===== config.mk =====
export PLATFORM = sky130hd
export DESIGN_NAME = tsu_queue_arb
export DESIGN_NICKNAME = d
export VERILOG_FILES = /design/src/rtl/tsu_queue_arb.sv
export SDC_FILE = /design/constraint.sdc
export NUM_CORES = 1
export LEC_CHECK = 0
export BUFFER_PORTS_ARGS = -buffer_cell sky130_fd_sc_hd__buf_2
export CORE_MARGIN = 1.5
export CORE_UTILIZATION = 50
export CTS_BUF_LIST = sky130_fd_sc_hd__clkbuf_8
export DETAILED_ROUTE_END_ITERATION = 6
export MAX_ROUTING_LAYER = met4
export PLACE_DENSITY = 0.87
export SLEW_MARGIN = 20
export SYNTH_ARGS = -nofsm -noshare
export SYNTH_HDL_FRONTEND = slang
export SYNTH_SLANG_ARGS = --single-unit

===== constraint.sdc =====
create_clock -name q_rd_clk -period 5.13 [get_ports q_rd_clk]
set_clock_uncertainty 0.1 [all_clocks]
set_input_delay 0.2565 -clock q_rd_clk [delete_from_list [all_inputs] [get_ports q_rd_clk]]
set_output_delay 0.2565 -clock q_rd_clk [all_outputs]
set_load 0.01 [all_outputs]

===== src/rtl/tsu_queue_arb.sv =====
// -----------------------------------------------------------------------------
// tsu_queue_arb
//
// Purpose:
//   Drains the RX and TX tsu timestamp queues through their read ports and
//   presents the captured entries as one valid/ready stream tagged with the
//   source queue. Each read is sequenced as: rd_en pulse, fixed read latency,
//   capture, hold until accepted. When both queues hold entries the source is
//   chosen round-robin, or by strict TX priority when the build macro
//   TSU_ARB_TX_PRIO_EN is defined.
//
// Handshake:
//   out_valid/out_ready follow strict valid/ready rules. out_valid stays high
//   with out_data/out_src stable until a rising edge where out_ready is also
//   high; that edge transfers the entry. out_valid never depends on out_ready.
//
// Ports:
//   q_rd_clk      in   clock, rising edge
//   q_rst         in   synchronous reset, active-high
//   rx_q_rd_stat  in   RX queue occupancy (0 = empty)
//   rx_q_rd_data  in   RX queue read data
//   rx_q_rd_en    out  RX queue read strobe, one-cycle pulse
//   tx_q_rd_stat  in   TX queue occupancy (0 = empty)
//   tx_q_rd_data  in   TX queue read data
//   tx_q_rd_en    out  TX queue read strobe, one-cycle pulse
//   out_valid     out  captured entry available
//   out_ready     in   consumer accepts the entry
//   out_src       out  0 = RX, 1 = TX
//   out_data      out  captured timestamp entry
//   rx_cnt        out  RX entries delivered (wrapping)
//   tx_cnt        out  TX entries delivered (wrapping)
//   o_dbg_state   out  current FSM state (IDLE=0, RD=1, WAIT=2, HOLD=3)
//
// Build option:
//   TSU_ARB_TX_PRIO_EN - strict TX priority instead of round-robin.
// -----------------------------------------------------------------------------
module tsu_queue_arb #(
    parameter int DATA_W = 56,
    parameter int STAT_W = 8,
    parameter int RD_LAT = 1,
    parameter int CNT_W  = 16
) (
    input  logic              q_rd_clk,
    input  logic              q_rst,
    input  logic [STAT_W-1:0] rx_q_rd_stat,
    input  logic [DATA_W-1:0] rx_q_rd_data,
    output logic              rx_q_rd_en,
    input  logic [STAT_W-1:0] tx_q_rd_stat,
    input  logic [DATA_W-1:0] tx_q_rd_data,
    output logic              tx_q_rd_en,
    output logic              out_valid,
    input  logic              out_ready,
    output logic              out_src,
    output logic [DATA_W-1:0] out_data,
    output logic [CNT_W-1:0]  rx_cnt,
    output logic [CNT_W-1:0]  tx_cnt,
    output logic [1:0]        o_dbg_state
);

    typedef enum logic [1:0] {
        S_IDLE = 2'd0,
        S_RD   = 2'd1,
        S_WAIT = 2'd2,
        S_HOLD = 2'd3
    } state_t;

    // RD_LAT is at most 4, so the wait counter never exceeds 3.
    localparam logic [2:0] LAT_M1 = 3'(RD_LAT - 1);

    state_t              r_state;
    state_t              w_state_nxt;
    logic                r_sel;       // 0 = RX, 1 = TX; fixed from IDLE to HOLD
    logic                w_sel_nxt;
    logic                r_rr;        // source favoured on the next tie
    logic [2:0]          r_wait_cnt;
    logic                r_out_valid;
    logic                r_out_src;
    logic [DATA_W-1:0]   r_out_data;
    logic [CNT_W-1:0]    r_rx_cnt;
    logic [CNT_W-1:0]    r_tx_cnt;

    logic                w_rx_req;
    logic                w_tx_req;
    logic                w_pick_tx;

    assign w_rx_req = (rx_q_rd_stat != '0);
    assign w_tx_req = (tx_q_rd_stat != '0);

`ifdef TSU_ARB_TX_PRIO_EN
    // TX wins every tie; the round-robin pointer stays parked at RX.
    assign w_pick_tx = w_tx_req;
`else
    // TX only when it is the sole requester, or on a tie when it is its turn.
    assign w_pick_tx = w_tx_req && (!w_rx_req || r_rr);
`endif

    // State register
    always_ff @(posedge q_rd_clk) begin
        if (q_rst) begin
            r_state <= S_IDLE;
            r_sel   <= 1'b0;
        end else begin
            r_state <= w_state_nxt;
            r_sel   <= w_sel_nxt;
        end
    end

    // Next-state and read strobes
    always_comb begin
        w_state_nxt = r_state;
        w_sel_nxt   = r_sel;
        rx_q_rd_en  = 1'b0;
        tx_q_rd_en  = 1'b0;
        case (r_state)
            S_IDLE: begin
                if (w_rx_req || w_tx_req) begin
                    w_state_nxt = S_RD;
                    w_sel_nxt   = w_pick_tx;
                end
            end
            S_RD: begin
                rx_q_rd_en  = !r_sel;
                tx_q_rd_en  = r_sel;
                w_state_nxt = S_WAIT;
            end
            S_WAIT: begin
                if (r_wait_cnt == 3'd0) begin
                    w_state_nxt = S_HOLD;
                end
            end
            S_HOLD: begin
                // out_valid is always high in HOLD.
                if (out_ready) begin
                    w_state_nxt = S_IDLE;
                end
            end
            default: w_state_nxt = S_IDLE;
        endcase
    end

    // Datapath: latency counter, capture register, counters, RR pointer
    always_ff @(posedge q_rd_clk) begin
        if (q_rst) begin
            r_wait_cnt  <= 3'd0;
            r_out_valid <= 1'b0;
            r_out_src   <= 1'b0;
            r_out_data  <= '0;
            r_rx_cnt    <= '0;
            r_tx_cnt    <= '0;
            r_rr        <= 1'b0;
        end else begin
            case (r_state)
                S_RD: begin
                    r_wait_cnt <= LAT_M1;
                end
                S_WAIT: begin
                    if (r_wait_cnt == 3'd0) begin
                        r_out_data  <= r_sel ? tx_q_rd_data : rx_q_rd_data;
                        r_out_src   <= r_sel;
                        r_out_valid <= 1'b1;
                    end else begin
                        r_wait_cnt <= r_wait_cnt - 3'd1;
                    end
                end
                S_HOLD: begin
                    if (out_ready) begin
                        r_out_valid <= 1'b0;
                        if (r_sel) begin
                            r_tx_cnt <= r_tx_cnt + CNT_W'(1);
                        end else begin
                            r_rx_cnt <= r_rx_cnt + CNT_W'(1);
                        end
`ifndef TSU_ARB_TX_PRIO_EN
                        r_rr <= !r_sel;
`endif
                    end
                end
                default: ;
            endcase
        end
    end

    assign out_valid   = r_out_valid;
    assign out_src     = r_out_src;
    assign out_data    = r_out_data;
    assign rx_cnt      = r_rx_cnt;
    assign tx_cnt      = r_tx_cnt;
    assign o_dbg_state = r_state;

endmodule


==> flow_summary.toml <==
[setup_path]
crit_fanout = 67
critPathLaunch = "r_sel"
reg2reg_depth = 4
cp-end-kind = "flip-flop"
cp_data_arrival_time_ns = 2.91
worstSetupStartpointType = "flip-flop"
timing.rr.start = "r_sel"
worstSetupPathType = "reg -> reg"
r2r_end = "tx_cnt[15]"
crit_required_ns = 5.27
r2r_slack_ns = 2.36

[outcome]
outcome = "finished, final reports clean"

[timing]
fmax_ghz = 0.361
rsz0062_at_grt = "false"
setup_violations = 0
setup_slack_ns = 2.36
slew_violations = 0
whs_ns = 0.136
period_share_pct = 54.0
tns_ns = 0
max-slew-margin-rel_pct = 29.0
fin_crit_ns = 2.77
tightestPinTransition_ns = 1.06
hold_viol = 0

[power]
power_density_nw_per_um2 = 445
leakage_nw = 2.53
power_w = 0.00259
ir_drop_mv = 0.294

[hold_path]
min_to = "out_data[47]"
hp-class = "in -> reg"
hold_depth = 3
hold_path_startpoint = "rx_q_rd_data[47]"

[yosys]
synthArstFlopShare_pct = 0
syn_avg_cell_area_um2 = 9.10
synth_edf_count = 0
syn-cell-area_um2 = 4450
yosys-top-cells-area = "dfxtp_1 44%, mux2i_1 13%, a211oi_1 9.6%"
synth_warnings = 0
synthDistinctLibCells = 41
synthCells = 489
synthFlopType = "dfxtp_1"
synth_nets = 629
ys_seq_area_share_pct = 43.6
ys_ff_latch = 97
synth_top_cell_by_area = "dfxtp_1"
yosysMostFrequentCell = "dfxtp_1"
synth_top_area_share_pct = 43.6
synth_common_cells = "97 x dfxtp_1, 89 x nor2_1, 58 x mux2i_1, 57 x a211oi_1, 18 x clkbuf_1"

[cts]
clk_path_buf_depth = 2
cts_sinks = 97
ctsResizeCount = 0
ctsHoldBuffers = 0
cts_tree = "done"
htreeDepth = 3
clock_latency_ns = 0.34
postCtsSetupBuffers = 0
clk_pin_slew_ns = 0.10
cts_made_buffers = 9
cts-root-buf = "clkbuf_8"

[final_layout]
fillCellCount = 693
drive_above_1_share_pct = 35.7
final_nets = 830
syn2layout_area_growth_pct = 30.4

[grt]
grt_pass1_wl_um = 18900
grtUsageTotal_pct = 24.8
overflow = 0
grt_start_max_net_pins = 115
antenna_found_initial = 1
grt_pass1_vias = 4176

[detailed_routing]
post_drt_wl_per_cell_um = 14.6
drtPass1Iterations = 6
drt_iter0_drc = 103
drtAntennaViolNets = 0
vias_per_cell = 5.34
wl_um = 11700
drcViolationCount = 0
via_count = 4287

[placement]
dp_slack_ns = 2.35
routabilityCongestion = 0.836
numPortBuffers = 224
dp_hpwl_um = 8760

[die]
fp.dieW_um = 97.4
die_y_um = 97.4
core_area_um2 = 8680
start_util_pct = 51.3
ios = 225
die_area_um2 = 9480
num_rows = 34

[flow_run]
max_cap_violations = 0
-- power breakdown --
group	switching (W)	leakage, nW	internal, W
sequential	0.000132	0.794	0.000959
combinational	0.000553	1.62	0.000413
clock	0.000258	0.111	0.000271
-- cell type report --
cell class	count	area [um^2]	share of cell area (%)
diodes	1	2.50	0.0431
clock inverters	6	83.8	1.44
multi-input cells	341	2300	39.7
well taps	108	135	2.33
flip-flops and latches	97	1950	33.5
repair buffers	226	1160	19.9
inverters	15	56.3	0.970
clock buffers	9	124	2.13
-- worst max-delay path by stage --
stage                       to  slack [ns]  cells after the start
floorplan           rx_cnt[15]        3.15                      6
global placement    tx_cnt[15]        2.44                      4
detailed placement  tx_cnt[15]        2.35                      4
CTS                 tx_cnt[15]        2.33                      4
global route        tx_cnt[15]        2.12                      4
finish              tx_cnt[15]        2.36                      4
-- worst max-delay path, cell delays in order, from the launching register on --
cell and delay (ns):
dfxtp_4 1.01, nand4_1 0.67, nor4_1 0.58, nand3_1 0.15
mux2i_1 0.14
-- cells by family after synthesis --
logic type                 Yosys count  share of synthesized area (%)
adders and majority gates            9                           2.53
buffers and inverters               51                           4.72
DFF                                 97                           43.6
and+or+nand+nor                    163                           17.7
muxes                               58                           13.0
xor gates and xnor gates            22                           4.33
AOI/OAI and AO/OA                   89                           14.0
-- sequential cells by signal (all words and copies together) (netlist names) --
register and cells:
o_dbg_state 2, out_data 56, out_src 1, out_valid 1
r_rr 1, r_sel 1, r_wait_cnt 3, rx_cnt 16
tx_cnt 16
-- layer usage --
metal  track usage, %  vias to the layer above  routed length [um]  share of wire (%)
met1             28.2                     1970                4820                 41
met2             41.8                      141                5930                 51
met5                -                        -                   0                  0
met4             9.78                        0                 235                2.0
met3             6.40                       22                 737                6.3
li1                 -                     2154                   -                  -
-- cells in the final DEF (no fill, tap or decap), drive strengths merged, types with 2 or more instances in the layout --
cell type  synthesis  layout
and2               3       3
inv               15      17
nand4              9       9
nand3              8       8
nand4b             2       2
clkbuf            18       9
o21ai              7       7
xor2               5       5
ha                 9       9
or2                3       3
bufinv             0       2
or4                6       6
buf               18     226
a21oi             14      14
nor2              89      89
or3                6       6
o31ai              4       4
a211oi            57      57
nor3               5       5
nand2             16      16
mux2i             58      58
dfxtp             97      97
xnor2             17      17
nor4              12      12
clkinv             0       2
-- stage by stage --
stage / cells / util (%) / area (um^2)
2_1_floorplan: 489 / - / 4450
3_3_place_gp: 786 / 64.2 / 5570
3_5_place_dp: 786 / 64.2 / 5570
4_1_cts: 801 / 66.6 / 5780
5_1_grt: 803 / 66.9 / 5810
6_report: 803 / 66.9 / 5810
No activity file was read; power rests on OpenSTA's default activity.
